<file path="config.mk">
export PLATFORM = sky130hd
export DESIGN_NAME = if_stage
export DESIGN_NICKNAME = d
export VERILOG_FILES = /design/src/rtl/if_stage.sv
export SDC_FILE = /design/constraint.sdc
export NUM_CORES = 1
export LEC_CHECK = 0
export CAP_MARGIN = 25
export CORE_ASPECT_RATIO = 1.5
export CORE_MARGIN = 2
export CORE_UTILIZATION = 35
export DETAILED_ROUTE_END_ITERATION = 8
export MAX_ROUTING_LAYER = met4
export PLACE_DENSITY_LB_ADDON = 0.12
export SLEW_MARGIN = 40
export SYNTH_ARGS = -nofsm -noshare
export SYNTH_HDL_FRONTEND = slang
export SYNTH_SLANG_ARGS = --single-unit
</file>
<file path="constraint.sdc">
create_clock -name clk -period 9.9 [get_ports clk]
set_input_delay 2.475 -clock clk [delete_from_list [all_inputs] [get_ports clk]]
set_output_delay 2.475 -clock clk [all_outputs]
set_load 0.01 [all_outputs]
</file>
<file path="src/rtl/if_stage.sv">
// ---------------------------------------------------------------------------
// if_stage
//
// Instruction fetch stage of the RV32I pipeline. Owns the fetch PC, drives
// the synchronous instruction RAM read port and presents each fetched
// instruction together with its PC to the decode stage.
//
// Parameters
//   RESET_PC  word address [31:2] fetched first after reset / rst_pipe
//   IMEM_AW   instruction RAM word-address width
//
// Ports
//   clk               clock, all state updates on the rising edge
//   rst_n             asynchronous reset, active-high (asserted = 1)
//   stall             pipeline hold from the hazard/stall controller
//   stall_ld          load-use hold, same effect as stall here
//   rst_pipe          synchronous pipeline restart
//   jmp_condition_ex  taken jump/branch/trap redirect from EX
//   jmp_adr_ex        redirect target, word address [31:2]
//   imem_radr         instruction RAM read address
//   imem_rdata        instruction RAM data, valid one cycle after address
//   inst_id           instruction handed to decode
//   pc_id             PC [31:2] of inst_id
// ---------------------------------------------------------------------------
module if_stage #(
  parameter logic [29:0] RESET_PC = 30'h0000_0000,
  parameter int          IMEM_AW  = 12
) (
  input  logic               clk,
  input  logic               rst_n,
  input  logic               stall,
  input  logic               stall_ld,
  input  logic               rst_pipe,
  input  logic               jmp_condition_ex,
  input  logic [29:0]        jmp_adr_ex,
  output logic [IMEM_AW-1:0] imem_radr,
  input  logic [31:0]        imem_rdata,
  output logic [31:0]        inst_id,
  output logic [29:0]        pc_id
);

  localparam logic [31:0] NOP = 32'h0000_0013;

  logic        hold;
  logic [29:0] pc_if;
  logic        purge;
  logic        hold_dly;
  logic [31:0] inst_hold;

  assign hold = stall | stall_ld;

  // The RAM address comes straight from the fetch PC register so the read
  // starts in the same cycle the PC is valid.
  assign imem_radr = pc_if[IMEM_AW-1:0];

  // Fetch state. While held, the PC pair and purge flag freeze; the RAM keeps
  // re-reading pc_if, so on the first held cycle the instruction currently
  // shown to decode is captured into inst_hold and replayed until release.
  // A taken redirect loads the target and arms purge so the wrong-path word
  // that arrives on the next cycle is replaced by a NOP.
  always_ff @(posedge clk or posedge rst_n) begin
    if (rst_n) begin
      pc_if     <= RESET_PC;
      pc_id     <= 30'd0;
      purge     <= 1'b1;
      hold_dly  <= 1'b0;
      inst_hold <= NOP;
    end else if (rst_pipe) begin
      pc_if     <= RESET_PC;
      pc_id     <= 30'd0;
      purge     <= 1'b1;
      hold_dly  <= 1'b0;
      inst_hold <= NOP;
    end else begin
      hold_dly <= hold;
      if (!hold) begin
        pc_if <= jmp_condition_ex ? jmp_adr_ex : pc_if + 30'd1;
        pc_id <= pc_if;
        purge <= jmp_condition_ex;
      end
      if (hold && !hold_dly) begin
        inst_hold <= inst_id;
      end
    end
  end

  // Output selection: purge beats the rollback copy, which beats live RAM
  // data. hold_dly stays high through the release cycle so the replayed
  // word is shown until fresh data for the next PC arrives.
  always_comb begin
    inst_id = imem_rdata;
    if (purge) begin
      inst_id = NOP;
    end else if (hold_dly) begin
      inst_id = inst_hold;
    end
  end

endmodule

</file>
# Word level (Yosys, flattened, before mapping)
# Cells that the tools add are included.
# word_totals
input_bits	68
elab_cells	23
out_inout_bits	74
regBits	94
# op_classes
bitwise_logic	1
n_eq_ne	1
addsub	1
reduce_logical	3
mux	12
# op_table
op	count
2-to-1 mux 30 bit	5
2-to-1 mux 32 bit	4
adder 30 x 1 -> 30 bit (second input constant)	1
2-to-1 mux 1 bit	3
inequality test 2 bit (second input constant)	1
nonzero test 2 bit	1
logical AND 1 bit	1
zero test 1 bit	1
bitwise OR 1 bit	1

# Logic depth before layout (Yosys ltp)
# depth
ltp_word	4
depth_mapped	7
depth_no_buf	6

# Least setup slack after synthesis
# OpenSTA, ideal clock, no wires.
# synth_path
path_kind	input -> output
from	input port imem_rdata[0]
to	output port inst_id[0]
required_ns	7.425
arrival_time_ns	2.882
setup_slack_ns	4.543
stages	2
path_buffers	0
path_cell_list	nor2b_1 a211o_1
# synth_via
elab_chain_cells	2
# synth_lines
element	line	source
from (decl)	37	input logic [31:0] imem_rdata,
2-to-1 mux 32 bit	94	end else if (hold_dly) begin
2-to-1 mux 32 bit	92	if (purge) begin
to (decl)	38	output logic [31:0] inst_id,
# Every way passes these cells.

# Worst setup path in the final report
# Same ends and word-level chain as after synthesis.

==> results.json <==
{
  "crit_required_ps": 7430,
  "grt_pass1_wl_um": 22500,
  "cts_tree": "built",
  "hold_start": "inst_hold[20]",
  "rsz0062_at_grt": "no",
  "critPathTopFamily": "buffers and inverters",
  "holdPathStages": 2,
  "holdBufCountCts": 0,
  "maxSlewHeadroom_pct": 49.6,
  "clockBufferDepth": 2,
  "finalClockSkew_ps": 8.23,
  "syn_nets": 643,
  "synth_flop_cell": "dfrtp_1",
  "critical_path_buf_inv_count": 2,
  "netlist_instances": 574,
  "setup.worst_path.class": "primary input to primary output",
  "finalCritPeriodShare_pct": 63.3,
  "intPower_w": 0.000645,
  "reg2reg_from": "pc_if[0]",
  "seqPwrFrac_pct": 47.2,
  "final_area_um2": 6890,
  "die_h_um": 152,
  "synth.distinct_cells": 47,
  "grt_pass1_vias": 4478,
  "overflow": 0,
  "pwr-share-comb_pct": 13.4,
  "reg2reg_depth": 7,
  "antenna_found_initial": 0,
  "initial_core_util_pct": 35.4,
  "worst_pin_slew_ps": 756,
  "cts_root_buf": "clkbuf_16",
  "grt_max_degree": 96,
  "port_buffers": 141,
  "power.switching_w": 0.000223,
  "async_flop_share_pct": 100,
  "path_clk_slew_ps": 60,
  "ir_worst_vdd_mv": 0.0712,
  "drt_first_pass_iters": 4,
  "synth_edf_count": 0,
  "setup_tns_ps": 0,
  "wl_per_cell_um": 15.4,
  "hpwl_um": 8750,
  "vias_per_cell": 5.07,
  "rrSetupSlack_ps": 7710,
  "status": "complete, no violations",
  "syn2layout_area_growth_pct": 34.7,
  "route.detailed.drc": 0,
  "cts_buffers": 9,
  "fin_crit_ps": 6270,
  "setup_viol": 0,
  "powerDensity_nw_per_um2": 126,
  "insertedDiodeCount": 0,
  "drive_gt1_share_pct": 6.18,
  "path_cells": "clkdlybuf4s50_1 > nor2b_1 > a211o_1 > clkdlybuf4s50_1",
  "hold_violations": 0,
  "routed_wl_um": 13500,
  "grt_use_total_pct": 18.2,
  "drtIter0Drc": 221,
  "synth-seq-area-share_pct": 46.1,
  "end_kind": "primary output",
  "path_max_fanout": 2,
  "p_leak_nw": 2.85,
  "ant_nets": 0,
  "synth_warnings": 0,
  "die-area_um2": 15600,
  "clock_sinks": 94,
  "cp.arrival_ps": 3800,
  "hold_path_class": "flop to flop",
  "die_w_um": 103,
  "row_count": 54,
  "core_um2": 14500,
  "hold_end": "inst_hold[20]",
  "avgSynthCellArea_um2": 8.92,
  "slew_viol_final": 0,
  "clock_latency_ps": 340,
  "critPathMaxStageDelay_ps": 480,
  "place_area_um2": 6600,
  "p_clk_share_pct": 39.4,
  "startpoint_type": "primary input",
  "ys_seq_elements": 94,
  "pin_count": 142,
  "cpMostUsedCell": "clkdlybuf4s50_1",
  "r2r_end": "pc_if[18]",
  "critPathSlowestCell": "clkdlybuf4s50_1",
  "synth_area_um2": 5120,
  "fin_nets": 744,
  "htree_levels": 3,
  "clock.fmax_mhz": 159,
  "gpl.final_weighted_congestion": 0.762,
  "p_sw_share_pct": 25.7,
  "vias": 4442,
  "post_cts_buffers": 0,
  "cts-resized-gates": 0,
  "cap_viol_max_count": 0
}
==> tightest hold or removal path, delay by kind of cell, from the launching register on <==
family	cells	cell delay [ps]
simple gates	1	70
mux	1	70
flops	1	340
==> worst max path at each step <==
stage	from	to	slack, ps	cells past startpoint
6_report	imem_rdata[0]	inst_id[0]	3630	4
3_5_place_dp	imem_rdata[0]	inst_id[0]	3620	4
2_1_floorplan	imem_rdata[0]	inst_id[0]	4540	2
4_1_cts	imem_rdata[0]	inst_id[0]	3620	4
3_3_place_gp	imem_rdata[1]	inst_id[1]	3630	4
5_1_grt	imem_rdata[4]	inst_id[4]	3580	4
==> power by group through the flow <==
stage,sequential (W),combinational [W],clock (W)
detailed placement,0.000416,0.000118,0
CTS,0.000409,0.000118,0.000352
global route,0.000411,0.000128,0.000368
floorplan,0.000407,0.0000694,0
finish,0.000409,0.000116,0.000342
global placement,0.000416,0.000114,0
==> cell usage in the layout, fill, tap and decap left out, types with 9 or more instances in the layout <==
cell and count:
dfrtp_1 89, clkdlybuf4s50_1 139, nor2_1 81, o22ai_1 11
nor3_1 9, a21oi_1 55, and3_1 15, o21ai_0 14
nand3_1 11, nand4_1 10, nand2_1 83, xor2_1 11
clkbuf_16 9, mux2i_1 60
==> metrics by stage <==
step                setup slack, ps  util (%)  total power, W  hold WS, ps  instances
floorplan                      4540         -        0.000477          486        574
global placement               3630      45.2        0.000530          503        858
detailed placement             3620      45.6        0.000534          508        860
CTS                            3620      47.7        0.000880          525        876
global route                   3580      47.7        0.000907          545        876
finish                         3630      47.7        0.000867          519        876
==> registers in the layout, indices dropped and copies added, names as in the netlist <==
signal     flops
inst_hold     32
pc_if         30
purge          1
hold_dly       1
pc_id         30
==> area by class of cell <==
type	instances	area, um2
Clock buffer	12	267
Clock inverter	4	28.8
Fill cell	1430	7570
Inverter	3	13.8
Multi-Input combinational cell	420	2490
Sequential cell	94	2360
Tap cell	196	245
Timing Repair Buffer	147	1490
==> Yosys cell counts, types with 10 or more instances <==
cell type	n	area, um2
dfrtp_1	90	2250
nand2_1	83	312
nor2_1	83	312
mux2i_1	60	601
a21oi_1	55	275
clkbuf_1	32	120
and3_1	15	93.8
o21ai_0	14	70.1
buf_4	13	97.6
nand3_1	11	55.1
o22ai_1	11	68.8
xor2_1	11	96.3
nand4_1	10	62.6
==> layer usage <==
| layer | GRT usage (%) | vias to the layer above | wire, um |
|---|---|---|---|
| met5 | - | - | 0 |
| met4 | 4.89 | 0 | 161 |
| met3 | 2.90 | 11 | 645 |
| met2 | 29.2 | 119 | 6590 |
| met1 | 23.7 | 2114 | 6080 |
| li1 | - | 2198 | - |
==> logic make-up after synthesis <==
group           share of synthesized area [%]
fa+ha+maj                               0.244
flops                                    46.1
compound gates                           13.9
xor+xnor                                 1.88
mux                                      11.7
simple gates                             20.6
buf+inv                                  5.57
Note: power is estimated with default switching activity, not from simulation.
